### src/rtl/speck_encrypt_iter.sv
// speck_encrypt_iter
// Iterative SPECK128/128 encryption core. It runs one round per clock and
// computes the key schedule on the fly in the same cycle. The current round
// key is streamed out on a side port so that a downstream decrypt block or
// key cache can capture the full round-key set.
//
// Ports:
//   clk        rising-edge clock
//   rst        synchronous reset, active high
//   start      request, sampled only while idle
//   plaintext  {x0, y0}
//   key        {l0, k0}
//   busy       high while rounds run and during the done cycle
//   finished   one-cycle pulse when ciphertext becomes valid
//   ciphertext {x, y} after the final round, held until the next result
//   rk_valid   high in every round cycle
//   rk_index   round number of rk_data
//   rk_data    round key used in the current cycle
module speck_encrypt_iter #(
   parameter int WORD_W    = 64,
   parameter int NR_ROUNDS = 32,
   parameter int ALPHA     = 8,
   parameter int BETA      = 3,
   parameter int CTR_W     = 6
) (
   input  logic                  clk,
   input  logic                  rst,
   input  logic                  start,
   input  logic [2*WORD_W-1:0]   plaintext,
   input  logic [2*WORD_W-1:0]   key,
   output logic                  busy,
   output logic                  finished,
   output logic [2*WORD_W-1:0]   ciphertext,
   output logic                  rk_valid,
   output logic [CTR_W-1:0]      rk_index,
   output logic [WORD_W-1:0]     rk_data
);

   localparam logic [1:0] IDLE  = 2'd0;
   localparam logic [1:0] ROUND = 2'd1;
   localparam logic [1:0] DONE  = 2'd2;

   localparam logic [CTR_W-1:0] LAST_CTR = CTR_W'(NR_ROUNDS - 1);

   logic [1:0]        state;
   logic [WORD_W-1:0] x;
   logic [WORD_W-1:0] y;
   logic [WORD_W-1:0] k;
   logic [WORD_W-1:0] l;
   logic [CTR_W-1:0]  ctr;

   logic [WORD_W-1:0] x_next;
   logic [WORD_W-1:0] y_next;
   logic [WORD_W-1:0] k_next;
   logic [WORD_W-1:0] l_next;
   logic              last_round;

   // One round of the cipher and of the key schedule. Rotations are fixed
   // bit rewiring; the round index is mixed into l zero-extended.
   always_comb begin
      x_next = ({x[ALPHA-1:0], x[WORD_W-1:ALPHA]} + y) ^ k;
      y_next = {y[WORD_W-BETA-1:0], y[WORD_W-1:WORD_W-BETA]} ^ x_next;
      l_next = ({l[ALPHA-1:0], l[WORD_W-1:ALPHA]} + k)
               ^ {{(WORD_W-CTR_W){1'b0}}, ctr};
      k_next = {k[WORD_W-BETA-1:0], k[WORD_W-1:WORD_W-BETA]} ^ l_next;
   end

   assign last_round = (ctr == LAST_CTR);

   // Control and datapath registers. A start seen outside IDLE is ignored,
   // and ciphertext only moves on the final round edge so it stays stable
   // for the whole of the next encryption.
   always_ff @(posedge clk) begin
      if (rst) begin
         state      <= IDLE;
         x          <= '0;
         y          <= '0;
         k          <= '0;
         l          <= '0;
         ctr        <= '0;
         ciphertext <= '0;
      end else begin
         case (state)
            IDLE: begin
               if (start) begin
                  x     <= plaintext[2*WORD_W-1:WORD_W];
                  y     <= plaintext[WORD_W-1:0];
                  l     <= key[2*WORD_W-1:WORD_W];
                  k     <= key[WORD_W-1:0];
                  ctr   <= '0;
                  state <= ROUND;
               end
            end
            ROUND: begin
               x   <= x_next;
               y   <= y_next;
               k   <= k_next;
               l   <= l_next;
               ctr <= ctr + CTR_W'(1);
               if (last_round) begin
                  ciphertext <= {x_next, y_next};
                  state      <= DONE;
               end
            end
            DONE: begin
               state <= IDLE;
            end
            default: begin
               state <= IDLE;
            end
         endcase
      end
   end

   // Status and round-key outputs decode registered state only; the round
   // key outputs are forced to zero outside the round phase.
   assign busy     = (state == ROUND) || (state == DONE);
   assign finished = (state == DONE);
   assign rk_valid = (state == ROUND);
   assign rk_index = rk_valid ? ctr : '0;
   assign rk_data  = rk_valid ? k : '0;

endmodule

### config.mk
export PLATFORM = sky130hd
export DESIGN_NAME = speck_encrypt_iter
export DESIGN_NICKNAME = d
export VERILOG_FILES = /design/src/rtl/speck_encrypt_iter.sv
export SDC_FILE = /design/constraint.sdc
export NUM_CORES = 1
export LEC_CHECK = 0
export ABC_AREA = 1
export CAP_MARGIN = 30
export CELL_PAD_IN_SITES_DETAIL_PLACEMENT = 2
export CELL_PAD_IN_SITES_GLOBAL_PLACEMENT = 2
export CORE_ASPECT_RATIO = 1.4
export CORE_UTILIZATION = 26
export CTS_CLUSTER_DIAMETER = 40
export DETAILED_ROUTE_END_ITERATION = 10
export PLACE_DENSITY_LB_ADDON = 0.1
export SYNTH_ARGS = -nofsm -noshare
export SYNTH_HDL_FRONTEND = slang
export SYNTH_SLANG_ARGS = --single-unit
### constraint.sdc
create_clock -name clk -period 2.3 [get_ports clk]
set_input_delay 0.46 -clock clk [delete_from_list [all_inputs] [get_ports clk]]
set_output_delay 0.46 -clock clk [all_outputs]
set_load 0.03 [all_outputs]
==> metrics.txt, run 1 <==
Slew Limit Fails=0; fillers=12400; Nets=7040; Die ar.=118000 um^2; Initial Utilization=26.3%; element type at the critical path end=flop; ys async rst share=0%; input/output buffers=459; sequential-to-total area share from yosys stat=26.0%; switching power=21.6 mW; WP data arrival=4.37 ns; CP required=2.80 ns; clock sink count=392; Clk pwr share=27.1%; Synth top area share=26.0%; Remaining DRCs=0; CP Class=reg -> reg; status=finished, violations left; Clk Latency, worst-skew pair=0.75 ns; internal power=24.5 mW; H-tree lvl count=3; Worst Path Max Fanout=2; Leak=29.9 nW; Worst Max-Slew Pin Slew=1.30 ns; Peak Freq=259 MHz; Root Buffer=clkbuf_16; Reg clk slew, reported paths=0.07 ns; Min-Delay Path Depth=2; hold_buf cts=0; setup tns final=-214.95 ns; Final ANT Viol Nets=0; Comb power frac=54.0%; Post-DP HPWL=157000 um; total CTS buffers=76; # setup viols final=457; largest net degree at the start of global routing=78; VDD IR max=0.879 mV; Power Dens Cells=761 nW/um^2; Die W=290 um; leading cell types in the layout, fill and taps excluded=nand2_1, buf_4, inv_1; Top FF cell, synth=dfxtp_1; number of global-route vias before repair=46600; WHS Endpoint=y[20]; Mapped Area=30200 um^2; Die Ht=405 um; WL/cell=37.6 um; Net Count, Synth=5573; Site Rows=147; Area after DPL=43700 um^2; HP Class=in -> reg; Critical R2R Capture=k[2]; DR vias=48000; Layout area overhead=101%; Worst Reg-to-Reg Cells=11; Period minus WS final=3.86 ns; Hold Startpoint=rst; Yosys warning count=0; layout cells sized above 1=51.5%; RSZ-0062 raised after global routing=yes; Max Cap Violations=0; EDFF count, synth=0; IO Pins=460; worst r2r src=l[8]; final instance area=60600 um^2; Final Skew=0.0744 ns; gr usage total=34.4%; GR Overflow Total=0; Synth cell types=52; commonest non-fill, non-tap cell in the layout=nand2_1; Flop pwr share=18.9%; Core Region=115000 um^2; clk buf depth=3; final WL=310000 um; antenna violations before repair=40; period utilisation layout=168%; Slew HR=13.1%; final core utilization=52.7%; reg2reg setup slack=-1.56 ns; synthesis-stage register bit count=392; final hold violations=0; Post-Synthesis Cells=5182; CTS tree=done; initial DRC count=3457; first-pass GRT wire length=301000 um; synth top area cells=dfxtp_1, nand2_1, inv_1; startpoint types=flop; area leader, netlist=dfxtp_1; post-route setup slack=-1.56 ns; Switching Share=46.9%; failing checks=negative setup slack; drt via density=5.83; drt first pass iters=5; routability cong.=0.991; syn avg cell area=5.83 um^2
## stage by stage
| stage | hold WS, ns | worst slack (ns) | power [mW] | std cells |
|---|---|---|---|---|
| global placement | 0.459 | -0.761 | 23.0 | 7829 |
| global route | 0.158 | -1.44 | 46.5 | 8208 |
| detailed placement | 0.467 | -0.719 | 23.4 | 7829 |
| floorplan | 0.449 | 0.0381 | 14.7 | 5182 |
| CTS | 0.116 | -0.244 | 37.5 | 8037 |
| finish | 0.152 | -1.56 | 46.1 | 8223 |
## Yosys cell counts, drive strengths merged (48+ instances only)
cell type  instances
xnor2             48
a31oi            114
o21ai            227
ha               130
dfxtp            392
xor2              98
nand3            341
nor2             375
nand2           1875
inv              839
buf               58
a21oi            372
clkbuf           121
## sequential cells by signal, indices dropped and copies added (netlist names)
signal      cells
x              64
ctr             6
state           2
k              64
y              64
ciphertext    128
l              64
## logic make-up after synthesis
| kind of cell | Yosys count | share of synthesized area, % |
|---|---|---|
| buffers and inverters | 1019 | 12.8 |
| multiplexers | 1 | 0.0332 |
| flip-flops | 392 | 26.0 |
| adder cells (fa/ha/maj) | 132 | 5.52 |
| XOR/XNOR | 149 | 4.68 |
| AND/OR/NAND/NOR | 2696 | 36.5 |
| AO/OA/AOI/OAI | 793 | 14.4 |
## power groups by stage
stage,Sequential [mW],Clock (mW),Combinational [mW]
floorplan,8.04,0,6.69
global placement,8.14,0,14.8
detailed placement,8.15,0,15.2
CTS,8.34,11.8,17.4
global route,8.66,12.6,25.2
finish,8.70,12.5,24.9
## how the worst max path moves through the flow
stage	start	to	slack, ns
finish	l[8]	k[2]	-1.56
global route	l[8]	k[2]	-1.44
CTS	x[8]	y[30]	-0.24
detailed placement	y[27]	ciphertext[49]	-0.72
global placement	y[27]	ciphertext[49]	-0.76
floorplan	state[1]	rk_data[0]	0.04
## critical path, stage by stage (launching register included)
cell and delay [ns]:
dfxtp_2 0.62, ha_4 0.36, inv_2 0.10, fa_2 0.39, buf_4 0.16, xnor2_1 0.25
xor2_1 0.28, buf_4 0.18, nand2_1 0.06, nor2_1 0.12, a211oi_1 0.08, a21oi_1 1.00
## area by class of cell
| cell class | count | area [um^2] | area share, % |
|---|---|---|---|
| tap | 1490 | 1860 | 3.08 |
| inverter | 840 | 3380 | 5.58 |
| antenna | 22 | 55.1 | 0.0909 |
| sequential | 392 | 8210 | 13.6 |
| clock inverter | 47 | 507 | 0.837 |
| timing repair buffer | 1568 | 15500 | 25.6 |
| clock buffer | 93 | 2090 | 3.45 |
| multi-input combinational | 3771 | 29000 | 47.8 |
## per-layer routing
layer	vias up	global-route usage, %	part of all wire, %
met3	1943	3.32	9.2
li1	19300	-	-
met2	3096	64.7	46
met5	-	0	0.12
met4	30	24.2	13
met1	23700	35.9	32
## timing repair
item,4_1_cts,5_1_grt
gates resized for setup,1083,2120
pin swaps,205,553
setup buffers,69,180
setup endpoints to repair,411,427
gates cloned,3,11
(Power assumes the default switching activity.)
==> inputs of run 2 (changes only) <==
--- a/config.mk
+++ b/config.mk
@@ -11,6 +11,7 @@
 export CELL_PAD_IN_SITES_GLOBAL_PLACEMENT = 2
 export CORE_ASPECT_RATIO = 1.4
 export CORE_UTILIZATION = 26
+export CTS_BUF_LIST = sky130_fd_sc_hd__clkbuf_4 sky130_fd_sc_hd__clkbuf_8 sky130_fd_sc_hd__clkbuf_16
 export CTS_CLUSTER_DIAMETER = 40
 export DETAILED_ROUTE_END_ITERATION = 10
 export PLACE_DENSITY_LB_ADDON = 0.1
==> metrics.txt, run 2 <==
status=did not finish; Fail Step=global routing (5_1_grt); first error message=[ERROR GRT-0232] Routing congestion too high. Check the congestion heatmap in the GUI.; EDFF count, synth=0 (unchanged); total CTS buffers=76 (unchanged); Post-Synthesis Cells=5182 (unchanged); post-placement setup slack=-0.719 ns (unchanged); Post-synth top cells=nand2_1, inv_1, dfxtp_1, a21oi_1, nor2_1; Post-DP HPWL=157000 um (unchanged); Worst-path end type=register input; Root Buffer=clkbuf_16; most frequent cell after synthesis=nand2_1; sequential-to-total area share from yosys stat=26.0% (unchanged); placed instance count=7829 (unchanged); worst endpoint after global-route timing repair=ciphertext[116]$_SDFFE_PP0P_/D; gr usage total=71.3%; syn avg cell area=5.83 um^2 (unchanged); Synth top area share=26.0% (unchanged); Top FF cell, synth=dfxtp_1; synth top area cells=dfxtp_1, nand2_1, inv_1; clk buf depth=3 (unchanged); ys async rst share=0% (unchanged); Die W=290 um (unchanged); Mapped Area=30200 um^2 (unchanged); Yosys warning count=0 (unchanged); Net Count, Synth=5573 (unchanged); H-tree lvl count=3 (unchanged); Die Ht=405 um (unchanged); GR Overflow Total=539; area leader, netlist=dfxtp_1; clock sink count=392 (unchanged); largest net degree at the start of global routing=78; synthesis-stage register bit count=392 (unchanged); input/output buffers=459 (unchanged); Site Rows=147 (unchanged); IO Pins=460 (unchanged); Initial Utilization=26.3% (unchanged); Synth cell types=52 (unchanged); routability cong.=0.991 (unchanged)
==> run 2: cell counts after synthesis <==
Identical to the previous run, type by type.
==> run 2: cells by family after synthesis <==
kind of cell	synth area share (%)
AO/OA/AOI/OAI	14.4
XOR/XNOR	4.68
adder cells (fa/ha/maj)	5.52
buffers and inverters	12.8
flip-flops	26.0
multiplexers	0.0332
AND/OR/NAND/NOR	36.5
==> run 2: per-stage QoR <==
| stage | hold slack [ns] | util (%) | cell area [um^2] | setup TNS [ns] |
|---|---|---|---|---|
| floorplan | 0.449 | - | 30200 | 0 |
| global placement | 0.459 | 38.1 | 43700 | -81.61 |
| detailed placement | 0.467 | 38.1 | 43700 | -105.27 |
| CTS | 0.117 | 47.0 | 54100 | -29.12 |
==> run 2: per-layer routing <==
layer  global-route usage [%]  overflow
met1                     67.2         8
met2                     95.8       310
met3                     47.6        13
met4                     80.1       204
met5                     20.5         4
==> run 2: what timing repair did <==
item,4_1_cts
hold buffers,0
endpoints found under the setup margin,411
gates cloned,7
resized for setup,1683
setup buffers,134
pin swaps,362
==> inputs of run 3 (changes only) <==
==> config.mk (replaced) <==
export PLATFORM = sky130hd
export DESIGN_NAME = speck_encrypt_iter
export DESIGN_NICKNAME = d
export VERILOG_FILES = /design/src/rtl/speck_encrypt_iter.sv
export SDC_FILE = /design/constraint.sdc
export NUM_CORES = 1
export LEC_CHECK = 0
export ABC_AREA = 1
export CAP_MARGIN = 30
export CORE_UTILIZATION = 28
export DETAILED_ROUTE_END_ITERATION = 10
export PLACE_DENSITY_LB_ADDON = 0.15
export SYNTH_ARGS = -nofsm -noshare
export SYNTH_HDL_FRONTEND = slang
export SYNTH_SLANG_ARGS = --single-unit
==> constraint.sdc (replaced) <==
create_clock -name clk -period 2.99 [get_ports clk]
set_input_delay 0.598 -clock clk [delete_from_list [all_inputs] [get_ports clk]]
set_output_delay 0.598 -clock clk [all_outputs]
set_load 0.03 [all_outputs]
==> metrics.txt, run 3 (synthesis results as in run 1) <==
status=finished, final reports clean; CTS tree=done; Clk Latency, worst-skew pair=0.66 ns; Max Cap Violations=0; element type at the critical path end=output pin; Die W=330 um (+14%); Antenna diodes=0; initial DRC count=2564; drt via density=4.77; antenna violations before repair=6; Power Dens Cells=548 nW/um^2; H-tree lvl count=2 (-1); Worst Max-Slew Pin Slew=0.754 ns; Peak Freq=341 MHz; fillers=11900; CP required=2.39 ns; Period minus WS final=2.93 ns; CP Class=reg -> out; startpoint types=flop; GR Overflow Total=0; # setup viols final=0; leading cell types in the layout, fill and taps excluded=nand2_1, inv_1, dfxtp_1, clkdlybuf4s50_1, a21oi_1; critical path's slowest cell=clkdlybuf4s50_1; Die ar.=109000 um^2; Core Region=107000 um^2; Die Ht=330 um (-18%); Leak=20.1 nW; Biggest register=ciphertext; Final ANT Viol Nets=0; Slew Limit Fails=0; Root Buffer=clkbuf_16; CP Depth=3; VDD IR max=0.434 mV; layout cells sized above 1=8.26%; IO Pins=460 (unchanged); Post-DP HPWL=126000 um (-20%); Final Skew=0.0235 ns; clock sink count=392 (unchanged); Site Rows=120 (-18%); period utilisation layout=98.0%; Reg clk slew, reported paths=0.06 ns; largest net degree at the start of global routing=127; Worst Path Max Fanout=3; Buf/Inv on CP=2; critical-path cell list=inv_1 > ha_1 > clkdlybuf4s50_1; gr usage total=27.2%; Slew HR=49.7%; HP Class=in -> reg; critical path's top delay family=buffers and inverters; Nets=6117; Layout area overhead=33.1%; first-pass GRT wire length=218000 um; WP data arrival=2.33 ns; drt first pass iters=6; DR vias=34200; final WL=152000 um; total CTS buffers=49 (-36%); final hold violations=0; slowest cell delay on critical path=0.74 ns; Initial Utilization=28.2% (+1.9 points); clk buf depth=3 (unchanged); number of global-route vias before repair=33200; Min-Delay Path Depth=2; Worst Reg-to-Reg Cells=11; setup tns final=0 ns; Remaining DRCs=0; routability cong.=1.00 (+1.1%); Fin Hold WS=0.371 ns; commonest non-fill, non-tap cell in the layout=nand2_1; number of flip-flops in the largest register=128; input/output buffers=459 (unchanged); RSZ-0062 raised after global routing=no; WL/cell=21.2 um
==> run 3: final timing paths <==
kind | start | to | slack [ns]
setup reg to reg | y[22] | y[24] | 0.15
hold reg to reg | l[60] | l[60] | 0.48
hold / removal | rst | x[10] | 0.37
setup / recovery | state[0] | busy | 0.06
==> run 3: metrics by stage <==
step	std cells	area (um^2)	power [mW]	setup slack, ns	util [%]
2_1_floorplan	5182	30200	11.3	0.326	-
3_3_place_gp	7073	38300	15.5	0.0684	35.8
3_5_place_dp	7073	38300	15.5	0.0819	35.8
4_1_cts	7169	40100	22.2	0.0106	37.5
5_1_grt	7169	40200	23.2	0.00157	37.5
6_report	7169	40200	22.0	0.0600	37.5
==> run 3: what timing repair did <==
action / in CTS / in global routing
hold buffers: 0 / 0
gates resized for setup: 1 / 8
cloned: 0 / 0
pin swaps: 0 / 1
endpoints found under the setup margin: 18 / 12
setup buffers: 5 / 0
==> run 3: report_power, final <==
| part | total, mW | switching (mW) | internal, mW |
|---|---|---|---|
| registers | 6.20 | 0.453 | 5.74 |
| logic | 9.28 | 6.04 | 3.25 |
| clock network | 6.55 | 2.65 | 3.90 |
| total | 22.0 | 9.14 | 12.9 |
==> run 3: area by class of cell <==
class	count	area [um^2]	area share [%]
clock inverter	16	269	0.670
tap	1403	1760	4.37
multi-input combinational	3771	18500	46.2
inverter	840	3160	7.86
clock buffer	75	1460	3.64
timing repair buffer	672	7130	17.7
sequential	392	7850	19.5
==> run 3: routing by layer <==
metal | GRT usage [%] | vias up | part of all wire (%)
li1 | - | 17300 | -
met1 | 36.4 | 15800 | 46
met2 | 45.7 | 928 | 46
met3 | 3.00 | 166 | 5.0
met4 | 8.38 | 2 | 3.2
met5 | 0 | - | 0.0072
